[src/rtl/pipe_pkg.sv]
`default_nettype none
// ============================================================================
// Module   : pipe_pkg
// Brief    : Shared encodings and constants for the ID-stage hazard stall unit.
// Revision : 1.0
// ============================================================================
package pipe_pkg;

  localparam logic [0:0] ST_RUN         = 1'b0;
  localparam logic [0:0] ST_STALL       = 1'b1;

  localparam logic [4:0] REG_ZERO       = 5'd0;

  localparam logic [1:0] STALL_NONE     = 2'd0;
  localparam logic [1:0] STALL_LOAD_USE = 2'd1;
  localparam logic [1:0] STALL_BR_LOAD  = 2'd2;

endpackage
`default_nettype wire

[src/rtl/hazard_stall_unit_if.sv]
`default_nettype none
// ============================================================================
// Module   : hazard_stall_unit_if
// Brief    : Pipeline-register view and control outputs of the hazard unit.
// Revision : 1.0
// ============================================================================
interface hazard_stall_unit_if #(parameter int CNT_W = 16);

  logic [4:0]       IFID_RegisterRs;
  logic [4:0]       IFID_RegisterRt;
  logic             IFID_UsesRt;
  logic             IFID_MemWrite;
  logic             IFID_Branch;
  logic             IDEX_MemRead;
  logic             IDEX_RegWrite;
  logic [4:0]       IDEX_RegisterRd;
  logic             EXMEM_MemRead;
  logic [4:0]       EXMEM_RegisterRd;
  logic             branch_taken;
  logic             PCWrite;
  logic             IFIDWrite;
  logic             IDEX_Bubble;
  logic             IFID_Flush;
  logic             stalled;
  logic [CNT_W-1:0] stall_cycles;
  logic [CNT_W-1:0] stall_events;

  modport master (
    output IFID_RegisterRs, IFID_RegisterRt, IFID_UsesRt, IFID_MemWrite,
           IFID_Branch, IDEX_MemRead, IDEX_RegWrite, IDEX_RegisterRd,
           EXMEM_MemRead, EXMEM_RegisterRd, branch_taken,
    input  PCWrite, IFIDWrite, IDEX_Bubble, IFID_Flush, stalled,
           stall_cycles, stall_events
  );

  modport slave (
    input  IFID_RegisterRs, IFID_RegisterRt, IFID_UsesRt, IFID_MemWrite,
           IFID_Branch, IDEX_MemRead, IDEX_RegWrite, IDEX_RegisterRd,
           EXMEM_MemRead, EXMEM_RegisterRd, branch_taken,
    output PCWrite, IFIDWrite, IDEX_Bubble, IFID_Flush, stalled,
           stall_cycles, stall_events
  );

endinterface
`default_nettype wire

[src/rtl/hazard_stall_unit_sat_counter.sv]
`default_nettype none
// ============================================================================
// Module   : sat_counter
// Brief    : Up-counter that sticks at all-ones instead of wrapping.
// Revision : 1.0
// ============================================================================
module sat_counter #(
  parameter int W = 16
) (
  input  logic         clk,
  input  logic         reset_n,
  input  logic         inc,
  input  logic         clear,
  output logic [W-1:0] count
);

  logic [W-1:0] r_count;

  always_ff @(posedge clk or negedge reset_n) begin
    if (!reset_n) begin
      r_count <= '0;
    end else if (clear) begin
      r_count <= '0;
    end else if (inc && (r_count != {W{1'b1}})) begin
      r_count <= r_count + 1'b1;
    end
  end

  assign count = r_count;

endmodule
`default_nettype wire

[src/rtl/hazard_stall_unit.sv]
`default_nettype none
// ============================================================================
// Module   : hazard_stall_unit
// Brief    : ID-stage load-use / branch-dependence stall and flush control.
// Revision : 1.0
// ============================================================================
module hazard_stall_unit
  import pipe_pkg::*;
#(
  parameter int CNT_W = 16
) (
  input  logic              clk,
  input  logic              reset_n,
  hazard_stall_unit_if.slave bus
);

  logic [0:0] r_state;
  logic [0:0] w_stateNext;
  logic [1:0] r_remaining;
  logic [1:0] w_remainingNext;
  logic       w_mExRs;
  logic       w_mExRt;
  logic       w_mMemRs;
  logic       w_mMemRt;
  logic [1:0] w_need;
  logic       w_detect;
  logic       w_frozen;

  assign w_mExRs  = bus.IDEX_RegWrite && (bus.IDEX_RegisterRd != REG_ZERO) &&
                    (bus.IDEX_RegisterRd == bus.IFID_RegisterRs);
  assign w_mExRt  = bus.IDEX_RegWrite && bus.IFID_UsesRt && (bus.IDEX_RegisterRd != REG_ZERO) &&
                    (bus.IDEX_RegisterRd == bus.IFID_RegisterRt);
  assign w_mMemRs = bus.EXMEM_MemRead && (bus.EXMEM_RegisterRd != REG_ZERO) &&
                    (bus.EXMEM_RegisterRd == bus.IFID_RegisterRs);
  assign w_mMemRt = bus.EXMEM_MemRead && bus.IFID_UsesRt && (bus.EXMEM_RegisterRd != REG_ZERO) &&
                    (bus.EXMEM_RegisterRd == bus.IFID_RegisterRt);

  // Stall length is only meaningful in RUN; a lw->sw store-data dependence is forwarded mem-to-mem.
  always_comb begin
    w_need = STALL_NONE;
    if (r_state == ST_RUN) begin
      if (bus.IFID_Branch) begin
        if (bus.IDEX_MemRead && (w_mExRs || w_mExRt)) begin
          w_need = STALL_BR_LOAD;
        end else if ((!bus.IDEX_MemRead && (w_mExRs || w_mExRt)) || w_mMemRs || w_mMemRt) begin
          w_need = STALL_LOAD_USE;
        end
      end else if (bus.IDEX_MemRead && (w_mExRs || (w_mExRt && !bus.IFID_MemWrite))) begin
        w_need = STALL_LOAD_USE;
      end
    end
  end

  assign w_detect = (w_need != STALL_NONE);

  always_ff @(posedge clk or negedge reset_n) begin
    if (!reset_n) begin
      r_state     <= ST_RUN;
      r_remaining <= 2'd0;
    end else begin
      r_state     <= w_stateNext;
      r_remaining <= w_remainingNext;
    end
  end

  always_comb begin
    w_stateNext     = r_state;
    w_remainingNext = r_remaining;
    case (r_state)
      ST_RUN: begin
        if (w_detect) begin
          w_remainingNext = w_need - 2'd1;
          w_stateNext     = ((w_need - 2'd1) != 2'd0) ? ST_STALL : ST_RUN;
        end
      end
      ST_STALL: begin
        w_remainingNext = r_remaining - 2'd1;
        if ((r_remaining - 2'd1) == 2'd0) begin
          w_stateNext = ST_RUN;
        end
      end
      default: begin
        w_stateNext     = ST_RUN;
        w_remainingNext = 2'd0;
      end
    endcase
  end

  // Gated by reset_n so garbage inputs during reset cannot freeze the pipe.
  always_comb begin
    w_frozen        = reset_n && ((r_state == ST_STALL) || w_detect);
    bus.PCWrite     = !w_frozen;
    bus.IFIDWrite   = !w_frozen;
    bus.IDEX_Bubble = w_frozen;
    bus.stalled     = w_frozen;
    bus.IFID_Flush  = reset_n && (r_state == ST_RUN) && !w_detect &&
                      bus.IFID_Branch && bus.branch_taken;
  end

  sat_counter #(.W(CNT_W)) u_cycleCnt (
    .clk     (clk),
    .reset_n (reset_n),
    .inc     (w_frozen),
    .clear   (1'b0),
    .count   (bus.stall_cycles)
  );

  sat_counter #(.W(CNT_W)) u_eventCnt (
    .clk     (clk),
    .reset_n (reset_n),
    .inc     (reset_n && w_detect),
    .clear   (1'b0),
    .count   (bus.stall_events)
  );

endmodule
`default_nettype wire

[src/flat_wrapper.sv]
// flat-port wrapper written by rule: the top's interface ports become plain ports
module hazard_stall_unit_flat import pipe_pkg::*;
#(
  parameter int CNT_W = 16
)
  (clk, reset_n, bus_IFID_RegisterRs, bus_IFID_RegisterRt, bus_IFID_UsesRt, bus_IFID_MemWrite, bus_IFID_Branch, bus_IDEX_MemRead, bus_IDEX_RegWrite, bus_IDEX_RegisterRd, bus_EXMEM_MemRead, bus_EXMEM_RegisterRd, bus_branch_taken, bus_PCWrite, bus_IFIDWrite, bus_IDEX_Bubble, bus_IFID_Flush, bus_stalled, bus_stall_cycles, bus_stall_events);
  hazard_stall_unit_if #(.CNT_W(CNT_W)) bus_i ();
  input  logic clk;
  input  logic reset_n;
  input wire logic [$bits(bus_i.IFID_RegisterRs)-1:0] bus_IFID_RegisterRs;
  input wire logic [$bits(bus_i.IFID_RegisterRt)-1:0] bus_IFID_RegisterRt;
  input wire logic [$bits(bus_i.IFID_UsesRt)-1:0] bus_IFID_UsesRt;
  input wire logic [$bits(bus_i.IFID_MemWrite)-1:0] bus_IFID_MemWrite;
  input wire logic [$bits(bus_i.IFID_Branch)-1:0] bus_IFID_Branch;
  input wire logic [$bits(bus_i.IDEX_MemRead)-1:0] bus_IDEX_MemRead;
  input wire logic [$bits(bus_i.IDEX_RegWrite)-1:0] bus_IDEX_RegWrite;
  input wire logic [$bits(bus_i.IDEX_RegisterRd)-1:0] bus_IDEX_RegisterRd;
  input wire logic [$bits(bus_i.EXMEM_MemRead)-1:0] bus_EXMEM_MemRead;
  input wire logic [$bits(bus_i.EXMEM_RegisterRd)-1:0] bus_EXMEM_RegisterRd;
  input wire logic [$bits(bus_i.branch_taken)-1:0] bus_branch_taken;
  output wire logic [$bits(bus_i.PCWrite)-1:0] bus_PCWrite;
  output wire logic [$bits(bus_i.IFIDWrite)-1:0] bus_IFIDWrite;
  output wire logic [$bits(bus_i.IDEX_Bubble)-1:0] bus_IDEX_Bubble;
  output wire logic [$bits(bus_i.IFID_Flush)-1:0] bus_IFID_Flush;
  output wire logic [$bits(bus_i.stalled)-1:0] bus_stalled;
  output wire logic [$bits(bus_i.stall_cycles)-1:0] bus_stall_cycles;
  output wire logic [$bits(bus_i.stall_events)-1:0] bus_stall_events;
  assign bus_i.IFID_RegisterRs = bus_IFID_RegisterRs;
  assign bus_i.IFID_RegisterRt = bus_IFID_RegisterRt;
  assign bus_i.IFID_UsesRt = bus_IFID_UsesRt;
  assign bus_i.IFID_MemWrite = bus_IFID_MemWrite;
  assign bus_i.IFID_Branch = bus_IFID_Branch;
  assign bus_i.IDEX_MemRead = bus_IDEX_MemRead;
  assign bus_i.IDEX_RegWrite = bus_IDEX_RegWrite;
  assign bus_i.IDEX_RegisterRd = bus_IDEX_RegisterRd;
  assign bus_i.EXMEM_MemRead = bus_EXMEM_MemRead;
  assign bus_i.EXMEM_RegisterRd = bus_EXMEM_RegisterRd;
  assign bus_i.branch_taken = bus_branch_taken;
  assign bus_PCWrite = bus_i.PCWrite;
  assign bus_IFIDWrite = bus_i.IFIDWrite;
  assign bus_IDEX_Bubble = bus_i.IDEX_Bubble;
  assign bus_IFID_Flush = bus_i.IFID_Flush;
  assign bus_stalled = bus_i.stalled;
  assign bus_stall_cycles = bus_i.stall_cycles;
  assign bus_stall_events = bus_i.stall_events;
  hazard_stall_unit #(.CNT_W(CNT_W)) u_core (.clk(clk), .reset_n(reset_n), .bus(bus_i));
endmodule
[config.mk]
export PLATFORM = sky130hd
export DESIGN_NAME = hazard_stall_unit_flat
export DESIGN_NICKNAME = d
export VERILOG_FILES = /design/src/rtl/pipe_pkg.sv /design/src/rtl/hazard_stall_unit_if.sv /design/src/rtl/hazard_stall_unit_sat_counter.sv /design/src/rtl/hazard_stall_unit.sv /design/src/flat_wrapper.sv
export SDC_FILE = /design/constraint.sdc
export NUM_CORES = 1
export LEC_CHECK = 0
export ABC_AREA = 1
export ABC_CLOCK_PERIOD_IN_PS = 2700
export CORE_MARGIN = 4
export CORE_UTILIZATION = 47
export DETAILED_ROUTE_END_ITERATION = 7
export GPL_TIMING_DRIVEN = 0
export PLACE_DENSITY = 0.77
export SLEW_MARGIN = 25
export SYNTH_ARGS = -nofsm -noshare
export SYNTH_HDL_FRONTEND = slang
export SYNTH_SLANG_ARGS = --single-unit
[constraint.sdc]
create_clock -name clk -period 2.7 [get_ports clk]
set_clock_uncertainty 0.1 [all_clocks]
set_input_delay 0.405 -clock clk [delete_from_list [all_inputs] [get_ports clk]]
set_output_delay 0.405 -clock clk [all_outputs]
set_load 0.02 [all_outputs]
Word-level counts from Yosys, hierarchy flattened --
Cells that the tools add are included.
Cells by class: mux-type cells 11, reduce and logical (&&, ||, !) cells 36, bitwise logic cells 1, eq/ne operators 7, add/subtract/negate cells 4
Operator list (number):
- $add A16 B1 Y16 const B | 2
- $ne A16 B16 Y1 const B | 2
- $logic_and A1 B1 Y1 | 22
- $eq A5 B5 Y1 | 4
- $reduce_bool A5 Y1 | 2
- $mux W2 | 4
- $logic_or A1 B1 Y1 | 5
- $mux W1 | 5
- $logic_not A1 Y1 | 4
- $pmux W2 S2 | 1
- $reduce_bool A2 Y1 | 2
- $sub A2 B1 Y2 const B | 2
- $logic_not A2 Y1 | 1
- $ne A2 B1 Y1 const B | 1
- $pmux W1 S2 | 1
- $not A1 Y1 | 1
Storage, ports and cells: input port bits 29, logic and storage cells 63, bits in registers 35, output and inout port bits 37

Depth between registers and ports, before layout --
depth in word-level cells 16, depth in mapped cells 20, depth with buffers taken out 20

Hierarchy --
From an unflattened synthesis, not the netlist that was laid out.
Second synthesis, totals: cell total of the unflattened synthesis 438, area, all modules 2831.5 um2
By module, submodules not included:
- sat_counter | instances 2, seq. area each 400.4 um2, area an instance 1037.2 um2, cells each 144
- hazard_stall_unit | instances 1, seq. area each 75.1 um2, area an instance 757.0 um2, cells each 150

Least setup slack after synthesis --
OpenSTA, ideal clock, no wires.
path kind input to register, start in bus_IDEX_RegisterRd[3], end reg u_core.u_cycleCnt.r_count[4] (netlist: u_core.u_cycleCnt.count[4]), data arrival time 2458 ps, stages 19, buffers on the path 0, data required time 2478 ps, setup slack 19 ps, library setup time 122 ps, cell sequence inv_1 -> a21boi_0 -> nand2_1 -> nor2_1 -> nand3_1 -> nand2_1 -> nand3_1 -> nand2_1 -> nand4_1 -> ha_1 -> inv_1 -> nor2_2 -> nor2_4 -> inv_2 -> a31oi_4 -> inv_2 -> nor2_4 -> nand3_2 -> xor2_1
On the way: longest elaborated chain between the ends 15, elaborated cells between the ends (all ways) 24, classes of those cells 2 x eq/ne; 5 x mux; 17 x reduce/logical
Ends and longest elaborated chain:
- start: declaration | line flat_wrapper.sv:17 | input wire logic [$bits(bus_i.IDEX_RegisterRd)-1:0] bus_IDEX_RegisterRd;
- $reduce_bool A5 Y1 | line hazard_stall_unit.sv:29, hazard_stall_unit.sv:31
- $logic_and A1 B1 Y1, on equally long branches (2 in a row) | line hazard_stall_unit.sv:29, hazard_stall_unit.sv:31
- $logic_or A1 B1 Y1 | line hazard_stall_unit.sv:43, hazard_stall_unit.sv:45
- $logic_and A1 B1 Y1 | line hazard_stall_unit.sv:45 | end else if ((!bus.IDEX_MemRead && (w_mExRs || w_mExRt)) || w_mMemRs || w_mMemRt) begin
- $logic_or A1 B1 Y1 (2 in a row) | line hazard_stall_unit.sv:45
- $mux W1 | line hazard_stall_unit.sv:45
- $mux W2 | line hazard_stall_unit.sv:43 | if (bus.IDEX_MemRead && (w_mExRs || w_mExRt)) begin
- $mux W2 (*) | line hazard_stall_unit.sv:42 | if (bus.IFID_Branch) begin
- $mux W2 (*) | line hazard_stall_unit.sv:41 | if (r_state == ST_RUN) begin
- $reduce_bool A2 Y1 (*) | line hazard_stall_unit.sv:54 | assign w_detect = (w_need != STALL_NONE);
- $logic_or A1 B1 Y1 (*) | line hazard_stall_unit.sv:91 | w_frozen = reset_n && ((r_state == ST_STALL) || w_detect);
- $logic_and A1 B1 Y1 (*) | line hazard_stall_unit.sv:91
- via bus_IDEX_Bubble | line flat_wrapper.sv:23 | output wire logic [$bits(bus_i.IDEX_Bubble)-1:0] bus_IDEX_Bubble;
- $logic_and A1 B1 Y1 (*) | line hazard_stall_unit_sat_counter.sv:24 | end else if (inc && (r_count != {W{1'b1}})) begin
- end signal: assignment | line hazard_stall_unit_sat_counter.sv:25 | r_count <= r_count + 1'b1;
- end: declaration | line hazard_stall_unit_sat_counter.sv:17 | logic [W-1:0] r_count;
The timed path passes the listed nets; every way through them passes the cells marked *. A chain may end at the register's enable or synchronous reset.

Worst setup path after layout --
start in bus_IFID_RegisterRs[1], end out bus_stalled
On the way: longest elaborated chain between the ends 13, elaborated cells between the ends (all ways) 19, classes of those cells 2 x eq/ne; 5 x mux; 12 x reduce/logical
Ends and longest elaborated chain:
- start: declaration | line flat_wrapper.sv:10 | input wire logic [$bits(bus_i.IFID_RegisterRs)-1:0] bus_IFID_RegisterRs;
- $eq A5 B5 Y1 | line hazard_stall_unit.sv:30 | (bus.IDEX_RegisterRd == bus.IFID_RegisterRs);
- $logic_and A1 B1 Y1 | line hazard_stall_unit.sv:29 | assign w_mExRs = bus.IDEX_RegWrite && (bus.IDEX_RegisterRd != REG_ZERO) &&
- $logic_or A1 B1 Y1 | line hazard_stall_unit.sv:43, hazard_stall_unit.sv:45
- $logic_and A1 B1 Y1 | line hazard_stall_unit.sv:45
- $logic_or A1 B1 Y1 (2 in a row) | line hazard_stall_unit.sv:45
- $mux W1 | line hazard_stall_unit.sv:45
- $mux W2 | line hazard_stall_unit.sv:43
- $mux W2 (*) | line hazard_stall_unit.sv:42
- $mux W2 (*) | line hazard_stall_unit.sv:41
- $reduce_bool A2 Y1 (*) | line hazard_stall_unit.sv:54
- $logic_or A1 B1 Y1 (*) | line hazard_stall_unit.sv:91
- $logic_and A1 B1 Y1 (*) | line hazard_stall_unit.sv:91
- end: declaration | line flat_wrapper.sv:25 | output wire logic [$bits(bus_i.stalled)-1:0] bus_stalled;
Every way passes the cells marked *; elsewhere a longest branch is shown, timed or not.

==> flow_summary.ini <==
[floorplanning]
rows = 24
dieWidth_um = 76.6
start_util = 0.498
ios = 66
die_h_um = 76.6
die-area_mm2 = 0.00587
fp.coreArea_mm2 = 0.00444

[worst_setup_path]
crit_path_end_kind = primary output
path_max_fanout = 4
reg2reg_slack_ns = 0.45
start_kind = primary input
cp_data_arrival_time_ns = 2.12
cp-endpoint = bus_stalled
worstReg2RegStart = u_core.r_state
crit_start = bus_IFID_RegisterRs[1]
path_class = in2out
reg2reg_to = u_core.u_cycleCnt.count[4]
r2r_cells = 12
crit_required_ns = 2.19

[cells_and_area]
multiInputGateArea_mm2 = 0.00128
fillers = 326
final_cell_count_no_fill = 440
fin_area_mm2 = 0.00334
drive_above_1_share = 0.325
finalNetCount = 421
ff_latch_area_um2 = 876
finish.utilization = 0.751
syn_to_final_growth_pct = 50.9
antenna_cells = 0

[grt]
antenna_found_initial = 0
gr-usage-all-layers = 0.207
grt_pass1_vias = 2139
grt_pass1_wl_mm = 9.89
grt_max_degree = 29
grt-ovfl-total = 0

[timing]
hold_viol_final = 0
whs_ns = 0.395
finalSetupViolations = 0
max_freq_mhz = 381
finalCritPeriodShare = 0.972
finalSetupTns_ns = 0
slew_viol_final = 0
slew_headroom = 0.659
finalWorstSetupSlack_ns = 0.0764
fin_crit_ns = 2.62
worstMarginPinSlew_ns = 0.508

[clock_network]
cts_buffer_depth = 2
clk_pin_slew_worst_paths_ns = 0.06
cts_root_buffer = clkbuf_8
numCtsBuffers = 5
htree_levels = 2
cts.sinks = 35
cts_tree = yes
worstSkewPairLatency_ns = 0.29

[logic_synthesis]
synth_top_cell_by_area = dfrtp_1
async_flop_share = 1.00
synth_top_area_frac = 0.396
yosysMostFrequentCell = nand2_1
syn-num-nets = 312
yosysSeqAreaShare = 0.396
synth.ff_latch_count = 35
synthesis.area_mm2 = 0.00221
synthTopCellsByArea = dfrtp_1 40%, nand2_1 11%, xor2_1 9.1%, inv_1 6.8%, nor2_1 4.4%
ys_types = 31
syn_inst = 278
synth_common_cells = 66 x nand2_1, 40 x inv_1, 35 x dfrtp_1, 26 x nor2_1, 23 x xor2_1
synth_area_per_cell_um2 = 7.96
ys.flop_type = dfrtp_1
yosys_warnings = 0
synth-edff-count = 0

[detailed_routing]
routed_wl_mm = 6.11
wl_per_cell_um = 13.9
drt-initial-drc-count = 113
dr.pass1.iters = 4
vias = 2249
ant_nets = 0
remaining_drc_errors = 0
viasPerCell = 5.11

[pwr]
peakVddDrop_v = 0.000472
power_mw = 1.97
power.leakage_nw = 1.69
power.density_mw_per_mm2 = 589

[placed_design]
place_area_mm2 = 0.00294
routabilityCongestion = 0.854
io_buffer_count = 65
dp_hpwl_mm = 3.96
dp_slack_ns = -0.851
dp_cells = 396

[flow_run]
max_cap_viol_count = 0

[hold_path]
hp-class = reg2reg

[run_status]
status = finished, final reports clean
cell type report:
cell class              count  share of cell area
multi-input cells         199               0.384
flip-flops and latches     35               0.262
repair buffers            103               0.260
inverters                  42              0.0472
clock buffers               7              0.0229
well taps                  52              0.0195
plain buffers               1             0.00225
clock inverters             1             0.00150
per-layer routing:
layer	up-vias	routed length, µm	global-route usage
met5	-	0	0
met4	0	173	0.103
met3	18	241	0.0508
met2	74	2880	0.319
met1	1059	2820	0.269
li1	1098	-	-
cells by family after synthesis:
| kind of cell | count (synthesis) | share of synthesized area |
|---|---|---|
| adder cells (fa/ha/maj) | 5 | 0.0283 |
| buffers and inverters | 44 | 0.0781 |
| AND/OR/NAND/NOR | 142 | 0.308 |
| AO/OA/AOI/OAI | 18 | 0.0537 |
| multiplexers | 2 | 0.00962 |
| flip-flops | 35 | 0.396 |
| XOR/XNOR | 32 | 0.127 |
sequential cells by signal, indices dropped and copies added (netlist names):
signal,count
u_core.r_remaining,2
u_core.u_eventCnt.count,16
u_core.r_state,1
u_core.u_cycleCnt.count,16
worst min-delay path by stage:
stage	from	endpoint	slack [ns]	depth (start not counted)
6_report	u_core.u_eventCnt.count[14]	u_core.u_eventCnt.count[14]	0.40	1
3_5_place_dp	reset_n	u_core.u_cycleCnt.count[7]	0.18	1
5_1_grt	reset_n	u_core.u_cycleCnt.count[7]	0.42	2
3_3_place_gp	u_core.u_eventCnt.count[14]	u_core.u_eventCnt.count[14]	0.39	1
2_1_floorplan	reset_n	u_core.r_remaining[0]	0.009	0
4_1_cts	reset_n	u_core.u_cycleCnt.count[6]	0.40	2
power breakdown:
part,total [mW],switching [mW],internal [mW]
Clock,0.365,0.184,0.181
Combinational,0.842,0.448,0.394
Sequential,0.760,0.127,0.633
cells in the final DEF (no fill, tap or decap), types with 4 or more instances in the layout:
| cell type | synthesis | final |
|---|---|---|
| nand2_1 | 66 | 59 |
| clkdlybuf4s50_1 | 0 | 36 |
| buf_4 | 2 | 35 |
| dfrtp_1 | 35 | 35 |
| inv_1 | 40 | 27 |
| xor2_1 | 23 | 22 |
| nor2_1 | 26 | 20 |
| inv_2 | 2 | 15 |
| nand3_1 | 19 | 15 |
| buf_2 | 0 | 11 |
| nand4_1 | 9 | 9 |
| xnor2_1 | 9 | 9 |
| buf_6 | 0 | 9 |
| clkbuf_2 | 0 | 9 |
| nand2_2 | 2 | 8 |
| nor2_4 | 3 | 7 |
| o21ai_1 | 0 | 6 |
| nor2_2 | 3 | 5 |
| clkbuf_8 | 0 | 5 |
| nand3_2 | 1 | 4 |
| ha_1 | 5 | 4 |
critical path, stage by stage:
cell and delay, ns:
buf_2 0.12, inv_2 0.05, nand2_1 0.05, nand2_1 0.07, nand2_2 0.07, nor2_4 0.11, nand3_4 0.09, nand2_4 0.11
nand3_2 0.07, nand2_2 0.08, nand4_1 0.12, ha_2 0.24, inv_2 0.07, nor2_4 0.05, nor2_4 0.13, buf_4 0.13
buf_4 0.13
timing repair:
item,4_1_cts,5_1_grt
resized for setup,104,60
pin swaps,17,27
endpoints found under the hold margin,8,0
hold buffers,1,0
setup endpoints to repair,29,27
setup buffers,29,8
Note: power is estimated with default switching activity, not from simulation.
